==> src/rtl/arp_reply_gen_if.sv <==
// arp_reply_gen_if
//   Bundles the ARP receiver feed, the transmit-arbiter handshake and the
//   reply byte stream of arp_reply_gen.
//   arp_bus   : [10]=crc_ok, [9]=reply strobe, [8]=write, [7:0]=captured byte
//   tx_req    : reply pending, asking for a transmit slot
//   tx_ack    : one-cycle grant from the transmit arbiter
//   tx_data   : reply byte, zero while tx_strobe is low
//   tx_strobe : tx_data valid, contiguous for the whole packet
//   drop_cnt  : saturating count of valid requests dropped while busy
//   Modports: master = receiver/arbiter side, slave = arp_reply_gen.
interface arp_reply_gen_if;
  logic [10:0] arp_bus;
  logic        tx_req;
  logic        tx_ack;
  logic [7:0]  tx_data;
  logic        tx_strobe;
  logic [7:0]  drop_cnt;

  modport master (
    output arp_bus, tx_ack,
    input  tx_req, tx_data, tx_strobe, drop_cnt
  );

  modport slave (
    input  arp_bus, tx_ack,
    output tx_req, tx_data, tx_strobe, drop_cnt
  );
endinterface

==> src/rtl/arp_reply_gen.sv <==
// arp_reply_gen
//   Captures the requester MAC/IP from the ARP receiver and, on a valid
//   reply strobe, emits a complete ARP reply packet once the transmit
//   arbiter grants a slot.
//   Parameters: ip  - our IPv4 address (reply sender IP)
//               mac - our MAC (reply source MAC and sender MAC)
//   Ports: clk   - rising-edge clock
//          rst_n - asynchronous active-low reset
//          bus   - arp_reply_gen_if.slave (arp_bus, tx_ack in;
//                  tx_req, tx_data, tx_strobe, drop_cnt out)
//   Build option: define ARP_REPLY_PAD_EN to append 18 zero bytes so the
//   packet is 60 bytes; otherwise the packet ends after 42 bytes.
module arp_reply_gen #(
  parameter logic [31:0] ip  = 32'hC0A80702,
  parameter logic [47:0] mac = 48'h125555000131
) (
  input  logic            clk,
  input  logic            rst_n,
  arp_reply_gen_if.slave  bus
);

`ifdef ARP_REPLY_PAD_EN
  localparam int FRAME_LEN = 60;
`else
  localparam int FRAME_LEN = 42;
`endif
  localparam logic [5:0]  LAST_BYTE = 6'(FRAME_LEN - 1);
  // Fixed ARP header: htype, ptype, hlen, plen, opcode (reply)
  localparam logic [79:0] ARP_HDR   = 80'h0806_0001_0800_0604_0002;

  typedef enum logic [1:0] {IDLE, PEND, SEND} state_t;

  state_t      state_q, state_d;
  logic [3:0]  wi_q, wi_d;
  logic [5:0]  byteCnt_q, byteCnt_d;
  logic [7:0]  dropCnt_q, dropCnt_d;
  logic [7:0]  capBuf_q [10];
  logic [7:0]  txBuf_q  [10];
  logic [7:0]  frame    [FRAME_LEN];
  logic        crcOk, replyStb, wrEn, accept, loadTx, capWrite;
  logic [7:0]  wrByte;

  assign crcOk    = bus.arp_bus[10];
  assign replyStb = bus.arp_bus[9];
  assign wrEn     = bus.arp_bus[8];
  assign wrByte   = bus.arp_bus[7:0];
  assign capWrite = wrEn && (wi_q != 4'd10);
  assign accept   = replyStb && crcOk && (wi_q == 4'd10);

  // The strobe always rewinds the capture index, even if a write coincides.
  always_comb begin
    wi_d = wi_q;
    if (replyStb) begin
      wi_d = 4'd0;
    end else if (capWrite) begin
      wi_d = wi_q + 4'd1;
    end
  end

  always_comb begin
    state_d   = state_q;
    byteCnt_d = byteCnt_q;
    dropCnt_d = dropCnt_q;
    loadTx    = 1'b0;
    case (state_q)
      IDLE: begin
        if (accept) begin
          loadTx  = 1'b1;
          state_d = PEND;
        end
      end
      PEND: begin
        if (bus.tx_ack) begin
          state_d   = SEND;
          byteCnt_d = 6'd0;
        end
      end
      SEND: begin
        if (byteCnt_q == LAST_BYTE) begin
          state_d = IDLE;
        end else begin
          byteCnt_d = byteCnt_q + 6'd1;
        end
      end
      default: state_d = IDLE;
    endcase
    // A request accepted on the final SEND cycle still sees state SEND and
    // is therefore counted as dropped.
    if (accept && (state_q != IDLE) && (dropCnt_q != 8'hFF)) begin
      dropCnt_d = dropCnt_q + 8'd1;
    end
  end

  always_ff @(posedge clk or negedge rst_n) begin
    if (!rst_n) begin
      state_q   <= IDLE;
      wi_q      <= 4'd0;
      byteCnt_q <= 6'd0;
      dropCnt_q <= 8'd0;
    end else begin
      state_q   <= state_d;
      wi_q      <= wi_d;
      byteCnt_q <= byteCnt_d;
      dropCnt_q <= dropCnt_d;
    end
  end

  // Buffers carry no reset: transmit contents only become visible after a
  // fresh accepted request has overwritten them.
  always_ff @(posedge clk) begin
    if (capWrite) begin
      capBuf_q[wi_q] <= wrByte;
    end
    if (loadTx) begin
      txBuf_q <= capBuf_q;
    end
  end

  // Assemble the reply image; multi-byte fields go out MSB first.
  always_comb begin
    for (int k = 0; k < FRAME_LEN; k++) begin
      frame[k] = 8'h00;
    end
    for (int k = 0; k < 6; k++) begin
      frame[k]      = txBuf_q[k];
      frame[6 + k]  = 8'(mac >> (8 * (5 - k)));
      frame[22 + k] = 8'(mac >> (8 * (5 - k)));
      frame[32 + k] = txBuf_q[k];
    end
    for (int k = 0; k < 10; k++) begin
      frame[12 + k] = 8'(ARP_HDR >> (8 * (9 - k)));
    end
    for (int k = 0; k < 4; k++) begin
      frame[28 + k] = 8'(ip >> (8 * (3 - k)));
      frame[38 + k] = txBuf_q[6 + k];
    end
  end

  assign bus.tx_req    = (state_q == PEND);
  assign bus.tx_strobe = (state_q == SEND);
  assign bus.tx_data   = (state_q == SEND) ? frame[byteCnt_q] : 8'h00;
  assign bus.drop_cnt  = dropCnt_q;

endmodule

==> src/flat_wrapper.sv <==
// flat-port wrapper written by rule: the top's interface ports become plain ports
module arp_reply_gen_flat 
#(
  parameter logic [31:0] ip  = 32'hC0A80702,
  parameter logic [47:0] mac = 48'h125555000131
)
  (clk, rst_n, bus_arp_bus, bus_tx_ack, bus_tx_req, bus_tx_data, bus_tx_strobe, bus_drop_cnt);
  arp_reply_gen_if bus_i ();
  input  logic clk;
  input  logic rst_n;
  input wire logic [$bits(bus_i.arp_bus)-1:0] bus_arp_bus;
  input wire logic [$bits(bus_i.tx_ack)-1:0] bus_tx_ack;
  output wire logic [$bits(bus_i.tx_req)-1:0] bus_tx_req;
  output wire logic [$bits(bus_i.tx_data)-1:0] bus_tx_data;
  output wire logic [$bits(bus_i.tx_strobe)-1:0] bus_tx_strobe;
  output wire logic [$bits(bus_i.drop_cnt)-1:0] bus_drop_cnt;
  assign bus_i.arp_bus = bus_arp_bus;
  assign bus_i.tx_ack = bus_tx_ack;
  assign bus_tx_req = bus_i.tx_req;
  assign bus_tx_data = bus_i.tx_data;
  assign bus_tx_strobe = bus_i.tx_strobe;
  assign bus_drop_cnt = bus_i.drop_cnt;
  arp_reply_gen #(.ip(ip), .mac(mac)) u_core (.clk(clk), .rst_n(rst_n), .bus(bus_i));
endmodule
==> config.mk <==
export PLATFORM = sky130hd
export DESIGN_NAME = arp_reply_gen_flat
export DESIGN_NICKNAME = d
export VERILOG_FILES = /design/src/rtl/arp_reply_gen_if.sv /design/src/rtl/arp_reply_gen.sv /design/src/flat_wrapper.sv
export SDC_FILE = /design/constraint.sdc
export NUM_CORES = 1
export LEC_CHECK = 0
export BUFFER_PORTS_ARGS = -buffer_cell sky130_fd_sc_hd__buf_2
export CAP_MARGIN = 10
export CORE_UTILIZATION = 55
export DETAILED_ROUTE_END_ITERATION = 6
export PLACE_DENSITY = 0.83
export SYNTH_ARGS = -nofsm -noshare
export SYNTH_HDL_FRONTEND = slang
export SYNTH_SLANG_ARGS = --single-unit
==> constraint.sdc <==
create_clock -name clk -period 9.3 [get_ports clk]
set_input_delay 0.93 -clock clk [delete_from_list [all_inputs] [get_ports clk]]
set_output_delay 0.93 -clock clk [all_outputs]
set_load 0.02 [all_outputs]
==> flow_summary.toml, run 1 <==
[run_status]
status = "complete, no violations"

[worst_setup_path]
r2r_end = "u_core.frame[33]"
slowest_stage = "dfrtp_1"
reg2reg_from = "u_core.wi_q[0]"
path_cells = "inv_1, ha_1, or3b_2, a21oi_1, a21oi_1, a21oi_1, buf_2"
cp.arrival_ns = 3.27
critPathLaunchType = "flop"
end_kind = "output pin"
crit_required_ns = 8.37
r2r_slack_ns = 6.65
cp_common_cell = "a21oi_1"
worst_path_largest_cell_delay_ns = 1.06
ff2ff_path_depth = 5
crit_path_max_fanout = 29
critPathKind = "reg2out"

[sta]
clock.fmax_ghz = 0.238
final.setup.tns_ns = 0
setup_viol_count_final = 0
grt_setup_unrepaired = "false"
period_needed_ns = 4.20
layout_worst_path_cycle_share_pct = 45.2
skew_ns = 0.0141
tightest_slew_ns = 1.09
maxSlewViolCount = 0
max_slew_margin_pct = 27.3
hold_viol = 0

[synth]
synth_edf_count = 160
synth_nets = 437
synth_flop_cell = "edfxtp_1"
yosysUniqueCellTypes = 52
netlist_area_mm2 = 0.00710
ys_ff_latch = 180
syn_avg_cell_area_um2 = 17.2
async_flop_share_pct = 11.1
syn_inst = 412
ys_seq_area_share_pct = 74.7
yosys_warnings = 0

[floorplanning]
dieWidth_um = 116
start_util_pct = 56.3
io_pins = 32
die-height_um = 116
dieArea_mm2 = 0.0134
core_mm2 = 0.0126
row_count = 41

[drt]
ant_nets = 0
first_pass_iters = 5
vias = 3753
wl_per_cell_um = 20.9
routed_wl_um = 13200
via_per_inst = 5.94
drt-initial-drc-count = 382
drc = 0

[clock_network]
cts_buffers = 17
cts_setup_buffers = 0
clkLatencyLatePin_ns = 0.42
clkTransAtPathRegs_ns = 0.06
cts_tree = "built"
hold_buffers = 0
cts_root_buf = "clkbuf_16"
clk_path_buf_depth = 2
cts.sinks = 180
htree_levels = 4
cts_resized = 0

[global_route]
grt_start_max_net_pins = 82
grt_overflow_total = 0
antenna_found_initial = 0
grt_pass1_vias = 3502
grt_first_pass_wirelength_um = 20200
grt_usage_pct = 21.5

[pwr]
switching_share_pct = 29.8
p_seq_share_pct = 44.5
p_sw_uw = 648
ir_drop_uv = 113
internal_power_mw = 1.52
power_leakage_nw = 2.84
cellPowerDensity_mw_per_mm2 = 272
p_comb_share_pct = 22.5
clock_power_share_pct = 33.0

[worst_hold_path]
min_path_cells = 0
worstHoldStart = "u_core.capBuf_q[16]"
hold_path_class = "reg2reg"
min_to = "u_core.frame[16]"

[flow_run]
max-cap-violations = 0

[final_layout]
num_antenna_cells = 0
drive_above_1_share_pct = 18.3
mostFrequentLayoutCells = "edfxtp_1, buf_2, mux2i_1"
syn_to_final_growth_pct = 12.6
mostFrequentLayoutCell = "edfxtp_1"
fill_cells = 880
final_nets = 472
design_area_mm2 = 0.00800

[place]
place_area_mm2 = 0.00739
io_buffers = 31
hpwlAfterDp_um = 8100
gp_congestion = 0.866
## state kept, by name, indices dropped and copies added, names as in the netlist
register,flops
u_core.capBuf_q,80
u_core.frame,80
u_core.bus.drop_cnt,8
u_core.byteCnt_q,6
u_core.wi_q,4
u_core.state_q,2
## area by class of cell
class	instances	area [um^2]	area share, %
Inverter	10	37.5	0.469
Clock buffer	17	425	5.32
Tap cell	172	215	2.69
Clock inverter	15	179	2.24
Multi-Input combinational cell	204	1660	20.7
Sequential cell	180	5310	66.4
Timing Repair Buffer	34	178	2.22
## per-layer routing
layer  share of wire, %  GRT usage (%)  up-vias
li1                   -              -     1680
met1                 44           31.1     1908
met2                 48           32.4      148
met3                6.0           3.71       17
met4                1.6           9.83        0
met5                  0              0        -
## Yosys cell counts, types with 3 or more instances
master	instances	share of area [%]
buf_2	7	0.49
clkbuf_1	3	0.16
a221oi_1	3	0.37
o21ai_0	11	0.78
and2_1	6	0.53
dfrtp_1	20	7.0
o22ai_1	5	0.44
xnor2_1	9	1.1
nand2_1	12	0.63
nand4b_1	4	0.49
nand3b_1	4	0.42
nor2_1	14	0.74
nor3_1	5	0.35
mux4_2	8	2.5
mux2_2	5	0.79
nand3_1	10	0.70
ha_1	11	1.9
buf_6	3	0.48
nand4_1	7	0.62
edfxtp_1	160	68
a211oi_1	3	0.32
a21o_1	4	0.42
a21oi_1	11	0.78
and3_1	10	0.88
mux2i_1	21	3.0
xor2_1	3	0.37
nor2b_1	8	0.70
inv_1	9	0.48
## critical path: cells and delay by family (launching register included)
family	cells	cell delay, ns
flops	1	1.06
buf+inv	2	0.52
compound gates	3	0.42
simple gates	1	0.45
fa+ha+maj	1	0.42
## power groups by stage
stage | Clock [mW] | Combinational (mW) | Sequential, mW
4_1_cts | 0.727 | 0.486 | 0.964
2_1_floorplan | 0 | 0.418 | 0.928
6_report | 0.717 | 0.489 | 0.966
3_3_place_gp | 0 | 0.475 | 0.978
3_5_place_dp | 0 | 0.483 | 0.981
5_1_grt | 0.760 | 0.532 | 0.971
## worst max-delay path by stage
stage | start | end | slack (ns)
CTS | u_core.byteCnt_q[1] | bus_tx_data[4] | 5.11
global placement | u_core.byteCnt_q[1] | bus_tx_data[4] | 5.67
detailed placement | u_core.byteCnt_q[1] | bus_tx_data[4] | 5.58
finish | u_core.byteCnt_q[1] | bus_tx_data[4] | 5.10
floorplan | bus_arp_bus[10] | u_core.frame[0] | 3.35
global route | u_core.byteCnt_q[1] | bus_tx_data[4] | 4.80
## logic make-up (layout without fill, tap and decap cells)
logic type	after synthesis	after routing	synth area share, %
buf+inv	28	76	2.18
mux	37	37	7.24
fa+ha+maj	11	11	1.94
xor+xnor	12	12	1.48
flops	180	180	74.7
simple gates	94	94	7.68
compound gates	50	50	4.76
## stage by stage
stage	total power, mW	std cells	setup WS, ns	hold slack, ns	utilization [%]
floorplan	1.35	412	3.35	0.400	-
global placement	1.45	600	5.67	0.401	58.6
detailed placement	1.46	600	5.58	0.405	58.6
CTS	2.18	632	5.11	0.417	63.4
global route	2.26	632	4.80	0.420	63.4
finish	2.17	632	5.10	0.418	63.4
Note: power is estimated with default switching activity, not from simulation.
==> inputs of run 2 (changes only) <==
--- a/config.mk
+++ b/config.mk
@@ -9,7 +9,7 @@
 export CAP_MARGIN = 10
 export CORE_UTILIZATION = 55
 export DETAILED_ROUTE_END_ITERATION = 6
-export PLACE_DENSITY = 0.83
+export PLACE_DENSITY = 0.8
 export SYNTH_ARGS = -nofsm -noshare
 export SYNTH_HDL_FRONTEND = slang
 export SYNTH_SLANG_ARGS = --single-unit
==> constraint.sdc (replaced) <==
create_clock -name clk -period 3.9 [get_ports clk]
set_input_delay 0.39 -clock clk [delete_from_list [all_inputs] [get_ports clk]]
set_output_delay 0.39 -clock clk [all_outputs]
set_load 0.02 [all_outputs]
==> flow_summary.toml, run 2 (synthesized netlist as in run 1, its figures left out) <==
[global_route]
grt_start_max_net_pins = 81
grt_first_pass_wirelength_um = 19600
grt_overflow_total = 0
busiest_layer = "met2"
antenna_found_initial = 0
grt_use_met1_pct = 29.4
met2_usage_pct = 31.7
grt_use_met3_pct = 4.65
grt_pass1_vias = 3557
grt_usage_pct = 20.5

[sta]
skew_ns = 0.0115
max_slew_margin_pct = 35.8
whs_ns = 0.193
hold_viol = 0
timing.final.ws_setup_ns = 0.608
grt_setup_unrepaired = "false"
period_needed_ns = 3.29
layout_worst_path_cycle_share_pct = 84.4
maxSlewViolCount = 0
final.setup.tns_ns = 0
setup_viol_count_final = 0
clock.fmax_ghz = 0.304
tightest_slew_ns = 0.963

[place]
place_ws_ns = 1.07
hpwlAfterDp_um = 8410
place_area_mm2 = 0.00740
gp_congestion = 0.930
io_buffers = 31

[drt]
routed_wl_um = 12600
wl_per_cell_um = 19.9
first_pass_iters = 5
drt-initial-drc-count = 515
ant_nets = 0
drc = 0
via_per_inst = 5.86
vias = 3709

[worst_setup_path]
slowest_stage = "dfrtp_2"
critPathKind = "reg2out"
crit_required_ns = 3.51
cp.arrival_ns = 2.90
end_kind = "output pin"
crit_path_max_fanout = 27
worst_path_largest_cell_delay_ns = 0.79
crit_family = "flip-flops"
cp_common_cell = "a21oi_1"
path_cells = "inv_1, ha_1, or3b_2, a21oi_1, o21ai_0, a21oi_1, buf_2"
path_buf_inv = 2
critPathLaunchType = "flop"

[clock_network]
cts_resized = 0
htree_levels = 4
cts_tree = "built"
cts_root_buf = "clkbuf_16"
clkTransAtPathRegs_ns = 0.06
cts.sinks = 180
clk_path_buf_depth = 2
cts_buffers = 17
clkLatencyLatePin_ns = 0.42

[floorplanning]
start_util_pct = 56.3
io_pins = 32
dieWidth_um = 116
die-height_um = 116
core_mm2 = 0.0126
row_count = 41
dieArea_mm2 = 0.0134

[final_layout]
design_area_mm2 = 0.00793
drive_above_1_share_pct = 18.2
mostFrequentLayoutCell = "edfxtp_1"
final_nets = 474
mostFrequentLayoutCells = "edfxtp_1, buf_2, mux2i_1"
syn_to_final_growth_pct = 11.6
num_antenna_cells = 0

[worst_hold_path]
hold_path_class = "in2reg"

[pwr]
cellPowerDensity_mw_per_mm2 = 620
ir_drop_uv = 316
power_mw = 4.91
power_leakage_nw = 2.80

[flow_run]
max-cap-violations = 0

[run_status]
status = "complete, no violations"
-- run 2: cell count changes in the layout (fill, tap and decap cells not counted), sizes merged --
cell         delta
bufinv          -3
clkinvlp        +3
clkbuf          +2
inv             -2
buf             +1
clkinv          -1
dlygate4sd3     +1
-- run 2: layout make-up --
cell class,instances,area [um^2]
fillers,901,4690
clock buffers,19,433
flip-flops and latches,180,5310
well taps,172,215
multi-input cells,204,1660
inverters,10,37.5
clock inverters,12,85.1
repair buffers,36,195
-- run 2: path summary, 6_finish.rpt --
kind                                startpoint  slack [ns]  cells past startpoint                     end
setup / recovery           u_core.byteCnt_q[0]        0.61                      7          bus_tx_data[4]
hold / removal                  bus_arp_bus[9]        0.19                      2          u_core.wi_q[1]
setup reg to reg                u_core.wi_q[0]        1.38                      5        u_core.frame[38]
hold reg to reg            u_core.capBuf_q[53]        0.41                      0        u_core.frame[53]
max in group asynchronous                rst_n        3.06                      2     u_core.byteCnt_q[0]
min in group asynchronous                rst_n        0.48                      2  u_core.bus.drop_cnt[3]
-- run 2: per-layer routing --
layer / wire length, um / vias to the layer above
li1: - / 1682
met1: 5580 / 1862
met2: 6130 / 144
met3: 745 / 21
met4: 153 / 0
met5: 0 / -
-- run 2: timing repair --
item | 4_1_cts | 5_1_grt
buffers inserted | 0 | 0
hold buffers | 1 | 0
endpoints found under the hold margin | 20 | 0
-- run 2: power breakdown --
part | switching, mW | total, mW | internal [mW]
Combinational | 0.619 | 1.10 | 0.480
Clock | 0.663 | 1.47 | 0.810
Sequential | 0.196 | 2.34 | 2.14
Total | 1.48 | 4.91 | 3.43
-- run 2: worst reg2reg max path: cells and delay by family, from the launching register on --
| kind | cells | cell delay (ns) |
|---|---|---|
| adders and majority gates | 1 | 0.19 |
| buffers and inverters | 2 | 0.89 |
| DFF | 1 | 0.43 |
| and+or+nand+nor | 2 | 0.59 |
-- run 2: through the flow --
step	instances	util [%]
after floorplan	412	-
after global placement	601	58.6
after detailed placement	601	58.6
after CTS	633	62.8
after global routing	633	62.8
final	633	62.8
